<file path="config.mk">
export PLATFORM = sky130hd
export DESIGN_NAME = div_flat
export DESIGN_NICKNAME = d
export VERILOG_FILES = /design/src/rtl/div_if.sv /design/src/rtl/div.sv /design/src/flat_wrapper.sv
export SDC_FILE = /design/constraint.sdc
export NUM_CORES = 1
export LEC_CHECK = 0
export ABC_CLOCK_PERIOD_IN_PS = 2800
export BUFFER_PORTS_ARGS = -buffer_cell sky130_fd_sc_hd__buf_2
export CORE_AREA = 8 8 116 129
export DETAILED_ROUTE_END_ITERATION = 6
export DIE_AREA = 0 0 124 137
export GPL_ROUTABILITY_DRIVEN = 1
export PLACE_DENSITY = 0.85
export SYNTH_ARGS = -nofsm -noshare
export SYNTH_HDL_FRONTEND = slang
export SYNTH_SLANG_ARGS = --single-unit
</file>
<file path="constraint.sdc">
create_clock -name clk -period 2.8 [get_ports clk]
set_input_delay 0.14 -clock clk [delete_from_list [all_inputs] [get_ports clk]]
set_output_delay 0.14 -clock clk [all_outputs]
set_load 0.02 [all_outputs]
</file>
<file path="src/rtl/div_if.sv">
// Operand/result bundle for the sequential divider: the requester drives
// operands and the start pulse, the divider returns quotient, remainder and status.
interface div_if;
  logic [31:0] dividend;
  logic [31:0] divisor;
  logic        start;
  logic [31:0] quotient;
  logic [31:0] remainder;
  logic        done;
  logic        div_by_zero;

  modport master (
    output dividend,
    output divisor,
    output start,
    input  quotient,
    input  remainder,
    input  done,
    input  div_by_zero
  );

  modport slave (
    input  dividend,
    input  divisor,
    input  start,
    output quotient,
    output remainder,
    output done,
    output div_by_zero
  );
endinterface

</file>
<file path="src/rtl/div.sv">
// 32-bit unsigned restoring divider, one quotient bit per clock, start/done handshake.
// Optional macro DIV_ZERO_FAST_EN: a zero divisor finishes on the load edge and flags div_by_zero.
module div (
  input  logic  clk,
  input  logic  reset_n,
  div_if.slave  bus
);

  typedef enum logic [1:0] {
    IDLE = 2'd0,
    BUSY = 2'd1,
    DONE = 2'd2
  } state_t;

  state_t      state_reg;
  state_t      state_next;

  logic [32:0] rem_reg;
  logic [31:0] quo_reg;
  logic [31:0] dsr_reg;
  logic [5:0]  bit_cnt;

  logic        load_en;
  logic        iter_en;
  logic        zero_fast;

  logic [32:0] shifted;
  logic [32:0] trial;
  logic        unused_rem_sign;

  // Trial subtraction; a clear borrow bit means the divisor fits.
  assign shifted = {rem_reg[31:0], quo_reg[31]};
  assign trial   = shifted - {1'b0, dsr_reg};

  // Restored remainders never go negative, so the top bit is only a borrow witness.
  assign unused_rem_sign = rem_reg[32];

`ifdef DIV_ZERO_FAST_EN
  assign zero_fast = (bus.divisor == 32'd0);
`else
  assign zero_fast = 1'b0;
`endif

  always_ff @(posedge clk or negedge reset_n) begin
    if (!reset_n) begin
      state_reg <= IDLE;
    end else begin
      state_reg <= state_next;
    end
  end

  always_comb begin
    state_next = state_reg;
    load_en    = 1'b0;
    iter_en    = 1'b0;
    if (bus.start) begin
      // A start in any state reloads, which also aborts a division in flight.
      load_en    = 1'b1;
      state_next = zero_fast ? DONE : BUSY;
    end else begin
      case (state_reg)
        IDLE: state_next = IDLE;
        BUSY: begin
          iter_en = 1'b1;
          if (bit_cnt == 6'd31) begin
            state_next = DONE;
          end
        end
        DONE:    state_next = DONE;
        default: state_next = IDLE;
      endcase
    end
  end

  always_ff @(posedge clk or negedge reset_n) begin
    if (!reset_n) begin
      rem_reg <= 33'd0;
      quo_reg <= 32'd0;
      dsr_reg <= 32'd0;
      bit_cnt <= 6'd0;
    end else if (load_en) begin
      dsr_reg <= bus.divisor;
      bit_cnt <= 6'd0;
      if (zero_fast) begin
        rem_reg <= {1'b0, bus.dividend};
        quo_reg <= 32'hFFFF_FFFF;
      end else begin
        rem_reg <= 33'd0;
        quo_reg <= bus.dividend;
      end
    end else if (iter_en) begin
      if (!trial[32]) begin
        rem_reg <= trial;
        quo_reg <= {quo_reg[30:0], 1'b1};
      end else begin
        rem_reg <= shifted;
        quo_reg <= {quo_reg[30:0], 1'b0};
      end
      bit_cnt <= bit_cnt + 6'd1;
    end
  end

`ifdef DIV_ZERO_FAST_EN
  logic dz_reg;

  always_ff @(posedge clk or negedge reset_n) begin
    if (!reset_n) begin
      dz_reg <= 1'b0;
    end else if (load_en) begin
      dz_reg <= zero_fast;
    end
  end

  assign bus.div_by_zero = dz_reg;
`else
  assign bus.div_by_zero = 1'b0;
`endif

  assign bus.quotient  = quo_reg;
  assign bus.remainder = rem_reg[31:0];
  assign bus.done      = (state_reg == DONE);

endmodule

</file>
<file path="src/flat_wrapper.sv">
// flat-port wrapper written by rule: the top's interface ports become plain ports
module div_flat 
  (clk, reset_n, bus_dividend, bus_divisor, bus_start, bus_quotient, bus_remainder, bus_done, bus_div_by_zero);
  div_if bus_i ();
  input  logic clk;
  input  logic reset_n;
  input wire logic [$bits(bus_i.dividend)-1:0] bus_dividend;
  input wire logic [$bits(bus_i.divisor)-1:0] bus_divisor;
  input wire logic [$bits(bus_i.start)-1:0] bus_start;
  output wire logic [$bits(bus_i.quotient)-1:0] bus_quotient;
  output wire logic [$bits(bus_i.remainder)-1:0] bus_remainder;
  output wire logic [$bits(bus_i.done)-1:0] bus_done;
  output wire logic [$bits(bus_i.div_by_zero)-1:0] bus_div_by_zero;
  assign bus_i.dividend = bus_dividend;
  assign bus_i.divisor = bus_divisor;
  assign bus_i.start = bus_start;
  assign bus_quotient = bus_i.quotient;
  assign bus_remainder = bus_i.remainder;
  assign bus_done = bus_i.done;
  assign bus_div_by_zero = bus_i.div_by_zero;
  div u_core (.clk(clk), .reset_n(reset_n), .bus(bus_i));
endmodule
</file>
==> metrics.yaml, run 1 <==
outcome: "complete, but fails checks"
violations: "setup timing"
clk_latency_ns: 0.36
cp_max_fo: 13
p_seq_share_pct: 27.6
crit_family: "compound AO/OA/AOI/OAI gates"
synth_nets: 783
hold_path_end: "u_core.bus.quotient[6]$_DFFE_PN0P_"
cts_tree: "done"
rsz0062_at_grt: "yes"
synth_top_area_share_pct: 41.8
cts_made_buffers: 9
synth.avg_cell_area_um2: 9.15
synthToLayoutAreaGrowth_pct: 35.1
cp_slowest_cell: "dfrtp_2"
hold_viol_final: 0
via_per_inst: 5.37
drive_gt1_share_pct: 28.5
h-tree-depth: 3
numPortBuffers: 131
postSynthCellCount: 680
net-switching-power_uw: 2690
yosysSeqAreaShare_pct: 41.8
async_flop_share_pct: 100
grt_max_degree: 119
rows: 44
place_ws_ns: -0.337
maxSlewViolCount: 0
wl_per_cell_um: 15.8
final_core_util_pct: 65.3
root_buffer: "clkbuf_16"
fmax_ghz: 0.324
overflow: 0
synth-edff-count: 0
r2r-end: "u_core.rem_reg[14]$_DFFE_PN0P_"
max_stage_delay_ns: 0.41
slew_headroom_pct: 60.4
fin_crit_ns: 3.09
grt_usage_pct: 20.2
synth_seq_cells: 104
route.vias.total: 5698
ant_nets: 0
leakagePower_uw: 0.00419
synth_area_um2: 6220
place_hpwl_um: 11300
power_density_nw_per_um2: 825
dieArea_um2: 17000
die_height_um: 137
fin_skew_ns: 0.0121
clock_sinks: 104
hold_class: "in -> reg"
grt_first_pass_wirelength_um: 27500
wirelength_um: 16800
antenna_cells: 0
antenna_found_initial: 0
initial_core_util_pct: 48.3
switching_share_pct: 38.8
core_um2: 12900
synthTopCellsByArea: "dfrtp_1 (42%), mux2i_1 (9.2%), ha_1 (7.0%), o21ai_0 (6.3%), nand2_1 (5.5%)"
firstDrtPassIters: 4
path_class: "reg -> reg"
fillCellCount: 1028
r2r_slack_ns: -0.29
end_kind: "register"
critPathBufInv: 4
intPower_uw: 4250
clk_pin_slew_ns: 0.07
top_level_ports: 133
clockBufferDepth: 2
start_kind: "register"
synthDistinctLibCells: 56
worstRegToRegCells: 16
yosys_warnings: 0
crit_arrival_ns: 3.30
vdd_drop_max_v: 0.000409
clkPwrFrac_pct: 18.4
worstPathCellList: "inv_2, ha_4, inv_2, fa_2, a21oi_2, nand4b_1, a31oi_2, o211ai_2, a31oi_2, a21bo_1, a21oi_4, xnor2_4, buf_12, buf_16, mux2i_1, a211oi_1"
grt_pass1_vias: 5832
synthFlopType: "dfrtp_1"
fin_setup_tns_ns: -7.61
fin_nets: 1000
synth_top_cell_by_area: "dfrtp_1"
worstHoldPathCells: 3
worstReg2RegStart: "u_core.bus.quotient[31]$_DFFE_PN0P_"
power_frac_comb_pct: 54.0
drcViolationCount: 0
period_share_pct: 110
dp.cells: 999
drv_cap: 0
place.gp.congestion: 0.868
post-route-worst-setup-slack_ns: -0.285
final_cells: 1062
tightest_slew_ns: 0.594
die_w_um: 124
drt_iter0_drc: 298
min_from: "bus_dividend[6]"
finalSetupViolCount: 33
cp.required_ns: 3.02
-- synthesized netlist by cell type (8+ instances only) --
master and count:
ha_1 35, nor2_1 43, clkbuf_1 32, a211oi_1 25, mux2i_1 57, o21ai_0 78, nand2_1 91, xnor2_1 17
dfrtp_1 104, xor2_1 14, inv_1 41, a21oi_1 29, a21o_1 16, a31oi_1 8, nand3_1 9
-- logic make-up (layout without fill, tap and decap cells) --
| family | Yosys count | after routing | synth area share, % |
|---|---|---|---|
| compound gates | 193 | 193 | 19.4 |
| mux | 58 | 58 | 9.35 |
| fa+ha+maj | 36 | 36 | 7.36 |
| flops | 104 | 104 | 41.8 |
| buf+inv | 80 | 301 | 5.17 |
| simple gates | 176 | 176 | 12.3 |
| xor+xnor | 32 | 32 | 4.62 |
| other cells | 1 | 1 | 0.0603 |
-- layout make-up --
class,count,area [um^2],area share (%)
clock buffer,12,246,2.93
clock inverter,3,42.5,0.506
inverter,41,154,1.83
multi-input combinational,496,3450,41.0
sequential,104,2600,31.0
tap,161,201,2.40
timing repair buffer,245,1720,20.4
-- metrics by stage --
step           cell area, um^2  power [uW]  hold slack (ns)
2_1_floorplan             6270        4140           -0.156
3_5_place_dp              7530        5200            0.188
3_3_place_gp              7530        5110            0.184
6_report                  8410        6940          0.00599
4_1_cts                   8320        6800          0.00103
5_1_grt                   8410        7370           0.0143
-- timing repair --
action | in CTS | in global routing
pin swaps | 22 | 14
endpoints found under the setup margin | 33 | 33
gates cloned | 2 | 0
hold buffers | 37 | 0
resized for setup | 8 | 16
buffers inserted | 6 | 3
hold endpoints to repair | 78 | 0
-- tightest hold or removal path, cell delays in order --
cell     delay [ns]
buf_2          0.07
nand2_1        0.04
o21ai_0        0.07
-- layout by cell type, fill, tap and decap left out, types with 9 or more instances in the layout --
cell type      synthesis  layout
a211oi_1              25      22
a21o_1                16      16
a21oi_1               29      28
buf_2                  2     129
buf_4                  1      71
clkbuf_16              0       9
dfrtp_1              104     103
dlygate4sd3_1          0      37
ha_1                  35      30
inv_1                 41      39
mux2i_1               57      53
nand2_1               91      89
nand3_1                9       9
nor2_1                43      43
o21ai_0               78      77
xnor2_1               17      17
xor2_1                14      14
-- power groups by stage --
stage | registers (uW) | logic [uW] | clock network (uW)
after floorplan | 2150 | 1990 | 0
after global placement | 1920 | 3190 | 0
after CTS | 1910 | 3590 | 1290
after global routing | 1950 | 4080 | 1350
after detailed placement | 1930 | 3270 | 0
final | 1920 | 3750 | 1270
-- worst max path at each step --
stage | slack [ns] | startpoint | end | cells past startpoint
after global routing | -0.50 | u_core.bus.quotient[31]$_DFFE_PN0P_ | u_core.rem_reg[16]$_DFFE_PN0P_ | 16
final | -0.29 | u_core.bus.quotient[31]$_DFFE_PN0P_ | u_core.rem_reg[14]$_DFFE_PN0P_ | 16
after global placement | -0.25 | u_core.rem_reg[0]$_DFFE_PN0P_ | u_core.rem_reg[31]$_DFFE_PN0P_ | 14
after floorplan | -0.26 | u_core.bus.quotient[31]$_DFFE_PN0P_ | u_core.rem_reg[22]$_DFFE_PN0P_ | 16
after detailed placement | -0.34 | u_core.bus.quotient[31]$_DFFE_PN0P_ | u_core.rem_reg[29]$_DFFE_PN0P_ | 16
after CTS | -0.33 | u_core.bus.quotient[31]$_DFFE_PN0P_ | u_core.rem_reg[26]$_DFFE_PN0P_ | 16
-- layer usage --
metal	GRT usage, %	vias up	part of all wire, %
met5	0	-	0
met4	8.27	0	2.4
met3	5.20	28	7.3
met2	34.5	155	49
met1	23.5	2713	41
li1	-	2802	-
Note: power is estimated with default switching activity, not from simulation.
==> run 2, diff against run 1 <==
==> config.mk (replaced) <==
export PLATFORM = sky130hd
export DESIGN_NAME = div_flat
export DESIGN_NICKNAME = d
export VERILOG_FILES = /design/src/rtl/div_if.sv /design/src/rtl/div.sv /design/src/flat_wrapper.sv
export SDC_FILE = /design/constraint.sdc
export NUM_CORES = 1
export LEC_CHECK = 0
export CORE_AREA = 8 8 108 120
export DETAILED_ROUTE_END_ITERATION = 6
export DIE_AREA = 0 0 116 128
export DONT_BUFFER_PORTS = 1
export GPL_ROUTABILITY_DRIVEN = 1
export PLACE_DENSITY = 0.84
export SYNTH_ARGS = -nofsm -noshare
export SYNTH_HDL_FRONTEND = slang
export SYNTH_SLANG_ARGS = --single-unit
==> metrics.yaml, run 2 (synthesized netlist as in run 1, its figures left out) <==
outcome: "complete, but fails checks"
violations: "setup timing"
worstReg2RegStart: "u_core.bus.quotient[31]$_DFFE_PN0P_"
placed_area_um2: 6890  # -8.5%
clockBufferDepth: 2  # unchanged
tightest_slew_ns: 0.526  # -0.0671 ns
fin_crit_ns: 3.16  # +0.0713 ns
final_core_util_pct: 74.2  # +8.9 points
path_class: "reg -> reg"
r2r_slack_ns: -0.36  # -0.07 ns
power_density_nw_per_um2: 845  # +2.5%
place.gp.congestion: 0.864  # -0.50%
cts_made_buffers: 9  # unchanged
drcViolationCount: 0  # unchanged
synthToLayoutAreaGrowth_pct: 32.1
design_area_um2: 8220  # -2.2%
post-route-worst-setup-slack_ns: -0.356  # -0.0713 ns
clock_sinks: 104  # unchanged
hold_viol_final: 0  # unchanged
fin_nets: 917  # -8.3%
vdd_drop_max_v: 0.000498  # +22%
h-tree-depth: 3  # unchanged
grt_pass1_vias: 6035  # +3.5%
clk_latency_ns: 0.35  # about the same
min_from: "bus_start"
dieArea_um2: 14800  # -13%
die_height_um: 128  # -6.6%
place_hpwl_um: 10800  # -4.3%
wirelength_um: 17500  # +4.1%
clk_pin_slew_ns: 0.07  # about the same
grt_usage_pct: 24.0  # +3.8 points
drt_iter0_drc: 288  # -3.4%
ant_nets: 0  # unchanged
overflow: 0  # unchanged
core_um2: 11100  # -14%
wl_per_cell_um: 18.0  # +14%
fin_skew_ns: 0.00732  # -0.00480 ns
grt_first_pass_wirelength_um: 28600  # +4.1%
hold_class: "in -> reg"
period_share_pct: 113  # +2.5 points
cts_tree: "done"
firstDrtPassIters: 5  # +1
final_cell_mix: "dfrtp_1 (103), nand2_1 (86), buf_4 (79)"
final_cells: 970  # -8.7%
start_kind: "register"
drv_cap: 0  # unchanged
finalSetupViolCount: 33  # unchanged
cp.required_ns: 3.02  # about the same
leakagePower_uw: 0.00393  # -6.4%
worstHoldPathCells: 2  # -1
fin_setup_tns_ns: -10.04  # -2.42 ns
via_per_inst: 5.78  # +7.7%
cp_max_fo: 5  # -8
maxSlewViolCount: 0  # unchanged
hold_path_end: "u_core.rem_reg[24]$_DFFE_PN0P_"
initial_core_util_pct: 56.2  # +7.9 points
root_buffer: "clkbuf_16"
drive_gt1_share_pct: 17.2  # -11 points
crit_arrival_ns: 3.37  # +0.07 ns
grt_max_degree: 117  # -1.7%
rows: 41  # -6.8%
route.vias.total: 5604  # -1.6%
rsz0062_at_grt: "yes"
mostFrequentLayoutCell: "dfrtp_1"
worstRegToRegCells: 16  # unchanged
dp.cells: 867  # -13%
r2r-end: "u_core.rem_reg[31]$_DFFE_PN0P_"
end_kind: "register"
die_w_um: 116  # -6.5%
fmax_ghz: 0.317  # -2.3%
slew_headroom_pct: 64.9  # +4.5 points
top_level_ports: 133  # unchanged
antenna_found_initial: 1  # +1
numPortBuffers: 0  # -100%
[run 2: cell count changes in the layout (fill, tap and decap cells not counted), sizes merged]
cell and delta:
buf -121, dlygate4sd3 +38, clkinv +1, clkinvlp -1, diode +1, inv +1
[run 2: power breakdown]
part / internal [uW] / switching, uW
logic: 1760 / 1900
clock network: 723 / 571
registers: 1730 / 273
[run 2: layout make-up]
class	count	area (um^2)
Antenna cell	1	2.50
Clock buffer	12	246
Clock inverter	4	52.6
Fill cell	769	2860
Inverter	41	154
Multi-Input combinational cell	496	3460
Sequential cell	104	2600
Tap cell	150	188
Timing Repair Buffer	162	1520
[run 2: worst max-delay path by stage]
stage,slack (ns),endpoint,cells after the start,startpoint
2_1_floorplan,-0.26,u_core.rem_reg[22]$_DFFE_PN0P_,16,u_core.bus.quotient[31]$_DFFE_PN0P_
3_3_place_gp,-0.22,u_core.rem_reg[29]$_DFFE_PN0P_,15,u_core.bus.quotient[31]$_DFFE_PN0P_
3_5_place_dp,-0.43,u_core.rem_reg[31]$_DFFE_PN0P_,16,u_core.bus.quotient[31]$_DFFE_PN0P_
4_1_cts,-0.34,u_core.rem_reg[29]$_DFFE_PN0P_,15,u_core.bus.quotient[31]$_DFFE_PN0P_
5_1_grt,-0.50,u_core.rem_reg[20]$_DFFE_PN0P_,16,u_core.bus.quotient[31]$_DFFE_PN0P_
6_report,-0.36,u_core.rem_reg[31]$_DFFE_PN0P_,16,u_core.bus.quotient[31]$_DFFE_PN0P_
[run 2: per-layer routing]
| layer | vias up | global-route usage [%] | wire length (um) |
|---|---|---|---|
| li1 | 2640 | - | - |
| met3 | 37 | 6.74 | 1380 |
| met1 | 2717 | 26.9 | 6860 |
| met2 | 210 | 41.8 | 8920 |
| met5 | - | 0 | 0 |
| met4 | 0 | 9.63 | 342 |
[run 2: what timing repair did]
item                       CTS  global route
cloned                       2             0
hold buffers                76             1
buffers inserted             5             2
hold endpoints to repair   205             1
gates resized for setup     24            10
setup endpoints to repair   33            33
pin swaps                   16            12
[run 2: per-stage QoR]
| stage | hold WS, ns | power (uW) | worst slack [ns] |
|---|---|---|---|
| 2_1_floorplan | -0.156 | 4140 | -0.255 |
| 3_3_place_gp | -0.151 | 4890 | -0.219 |
| 3_5_place_dp | -0.151 | 5010 | -0.427 |
| 4_1_cts | 0.0107 | 6820 | -0.342 |
| 5_1_grt | 0.145 | 7360 | -0.500 |
| 6_report | 0.145 | 6950 | -0.356 |
[run 2: critical path: stages, from the launching register on]
cell	delay, ns
dfrtp_2	0.41
inv_2	0.06
ha_4	0.12
inv_2	0.04
fa_2	0.35
a21oi_2	0.15
nand4b_1	0.16
a31oi_2	0.15
o211ai_2	0.23
a31oi_2	0.12
a21bo_1	0.21
a21oi_4	0.23
buf_6	0.15
nor3b_1	0.04
and3_1	0.22
a211oi_2	0.24
o32ai_1	0.12
==> run 3, diff against run 2 <==
--- a/config.mk
+++ b/config.mk
@@ -5,12 +5,12 @@
 export SDC_FILE = /design/constraint.sdc
 export NUM_CORES = 1
 export LEC_CHECK = 0
-export CORE_AREA = 8 8 108 120
+export CORE_AREA = 8 8 103 114
 export DETAILED_ROUTE_END_ITERATION = 6
-export DIE_AREA = 0 0 116 128
+export DIE_AREA = 0 0 111 122
 export DONT_BUFFER_PORTS = 1
 export GPL_ROUTABILITY_DRIVEN = 1
-export PLACE_DENSITY = 0.84
+export PLACE_DENSITY = 0.89
 export SYNTH_ARGS = -nofsm -noshare
 export SYNTH_HDL_FRONTEND = slang
 export SYNTH_SLANG_ARGS = --single-unit
==> constraint.sdc (replaced) <==
create_clock -name clk -period 4 [get_ports clk]
set_input_delay 0.2 -clock clk [delete_from_list [all_inputs] [get_ports clk]]
set_output_delay 0.2 -clock clk [all_outputs]
set_load 0.02 [all_outputs]
==> metrics.yaml, run 3 (synthesized netlist as in run 1, its figures left out) <==
tightest_slew_ns: 0.742  # +0.215 ns
cp_max_fo: 9  # +4
via_per_inst: 6.06  # +4.9%
hold_viol_final: 0  # unchanged
overflow: 0  # unchanged
wirelength_um: 15700  # -10%
antenna_found_initial: 0  # -1
place.gp.congestion: 0.892  # +3.3%
initial_core_util_pct: 63.9  # +7.7 points
mostFrequentLayoutCell: "dfrtp_1"
antenna_cells: 0  # -1
grt_first_pass_wirelength_um: 25800  # -9.7%
top_level_ports: 133  # unchanged
slew_headroom_pct: 50.6  # -14 points
grt_pass1_vias: 5189  # -14%
die_height_um: 122  # -4.7%
crit_arrival_ns: 4.01  # +0.64 ns
firstDrtPassIters: 5  # unchanged
end_kind: "register"
drt_iter0_drc: 379  # +32%
core_um2: 9750  # -12%
final_cell_mix: "dfrtp_1 (104), nand2_1 (91), o21ai_0 (78)"
worstPathCellList: "inv_1, ha_1, inv_1, fa_1, a21oi_1, nand4b_1, a31oi_1, o211ai_2, a31oi_1, a21bo_1, a21oi_4, xnor2_4, o311ai_0, o311a_1, nor3_1"
fmax_ghz: 0.269  # -15%
synthToLayoutAreaGrowth_pct: 16.2
clk_pin_slew_ns: 0.11  # +0.04 ns
h-tree-depth: 3  # unchanged
clockBufferDepth: 2  # unchanged
finalSetupViolCount: 0  # -100%
grt_usage_pct: 22.9  # -1.2 points
numPortBuffers: 0  # unchanged
start_kind: "register"
place_hpwl_um: 9850  # -8.9%
clk_latency_ns: 0.38  # +0.03 ns
leakagePower_uw: 0.00336  # -15%
fin_skew_ns: 0.0124  # +0.00503 ns
fin_crit_ns: 3.72  # +0.562 ns
cts_made_buffers: 9  # unchanged
fillCellCount: 634  # -18%
route.vias.total: 5155  # -8.0%
cp.required_ns: 4.29  # +1.27 ns
die_w_um: 111  # -4.3%
root_buffer: "clkbuf_8"
max_stage_delay_ns: 0.50  # +0.09 ns
drive_gt1_share_pct: 4.65  # -13 points
path_class: "reg -> reg"
vdd_drop_max_v: 0.000335  # -33%
ant_nets: 0  # unchanged
outcome: "finished, final reports clean"
power_density_nw_per_um2: 563  # -33%
cp_slowest_cell: "dfrtp_1"
drv_cap: 0  # unchanged
period_share_pct: 93.0  # -20 points
dieArea_um2: 13500  # -8.8%
grt_max_degree: 163  # +39%
drcViolationCount: 0  # unchanged
wl_per_cell_um: 18.4  # +2.1%
fin_setup_tns_ns: 0  # +10.04 ns
design_area_um2: 7230  # -12%
rows: 38  # -7.3%
fin_nets: 830  # -9.5%
placed_area_um2: 6260  # -9.2%
cts_tree: "done"
hold_class: "in -> reg"
final_core_util_pct: 74.2  # about the same
clock_sinks: 104  # unchanged
maxSlewViolCount: 0  # unchanged
rsz0062_at_grt: "no"
-- run 3: final cells by class --
cell class | instances | area [um^2] | area share, %
Clock buffer | 9 | 124 | 1.71
Clock inverter | 6 | 92.6 | 1.28
Inverter | 41 | 154 | 2.13
Multi-Input combinational cell | 496 | 3320 | 46.0
Sequential cell | 104 | 2600 | 36.0
Tap cell | 120 | 150 | 2.08
Timing Repair Buffer | 75 | 783 | 10.8
-- run 3: through the flow --
step           hold slack, ns  total power (uW)  setup slack [ns]  cells
6_report               0.0191              4070             0.282    851
5_1_grt                0.0122              4320            0.0248    851
4_1_cts              0.000454              4010             0.157    845
3_5_place_dp          -0.0911              3180             0.219    763
3_3_place_gp          -0.0907              3090             0.359    763
2_1_floorplan         -0.0956              2870             0.794    680
-- run 3: routing by layer --
metal	global-route usage [%]	share of wire, %	routed length [um]
met1	26.7	41	6390
met2	38.4	48	7600
met3	8.26	9.2	1450
met4	7.44	1.6	248
met5	0	0	0
-- run 3: final timing paths --
path	end	from	slack (ns)	cells after the start
min reg2reg	u_core.state_reg[1]$_DFFE_PN0P_	u_core.state_reg[1]$_DFFE_PN0P_	0.53	2
max in group asynchronous	u_core.rem_reg[31]$_DFFE_PN0P_	reset_n	3.16	2
max	u_core.rem_reg[29]$_DFFE_PN0P_	u_core.bus.quotient[31]$_DFFE_PN0P_	0.28	15
max reg2reg	u_core.rem_reg[29]$_DFFE_PN0P_	u_core.bus.quotient[31]$_DFFE_PN0P_	0.28	15
min in group asynchronous	u_core.dsr_reg[10]$_DFFE_PN0P_	reset_n	0.40	2
min	u_core.rem_reg[18]$_DFFE_PN0P_	bus_start	0.02	2
-- run 3: repair_timing --
item | 4_1_cts | 5_1_grt
hold buffers | 67 | 2
gates resized for setup | 0 | 0
endpoints found under the hold margin | 205 | 1
endpoints found under the setup margin | 0 | 23
buffers inserted | 0 | 4
-- run 3: critical path: cells and delay by family, from the launching register on --
family | cells | cell delay, ns
AND/OR/NAND/NOR | 2 | 0.33
AO/OA/AOI/OAI | 8 | 1.84
XOR/XNOR | 1 | 0.22
buffers and inverters | 2 | 0.16
adder cells (fa/ha/maj) | 2 | 0.57
flip-flops | 1 | 0.50
-- run 3: power by group --
group	internal [uW]	switching, uW	total (uW)
registers	1210	346	1550
logic	805	982	1790
clock network	352	379	731
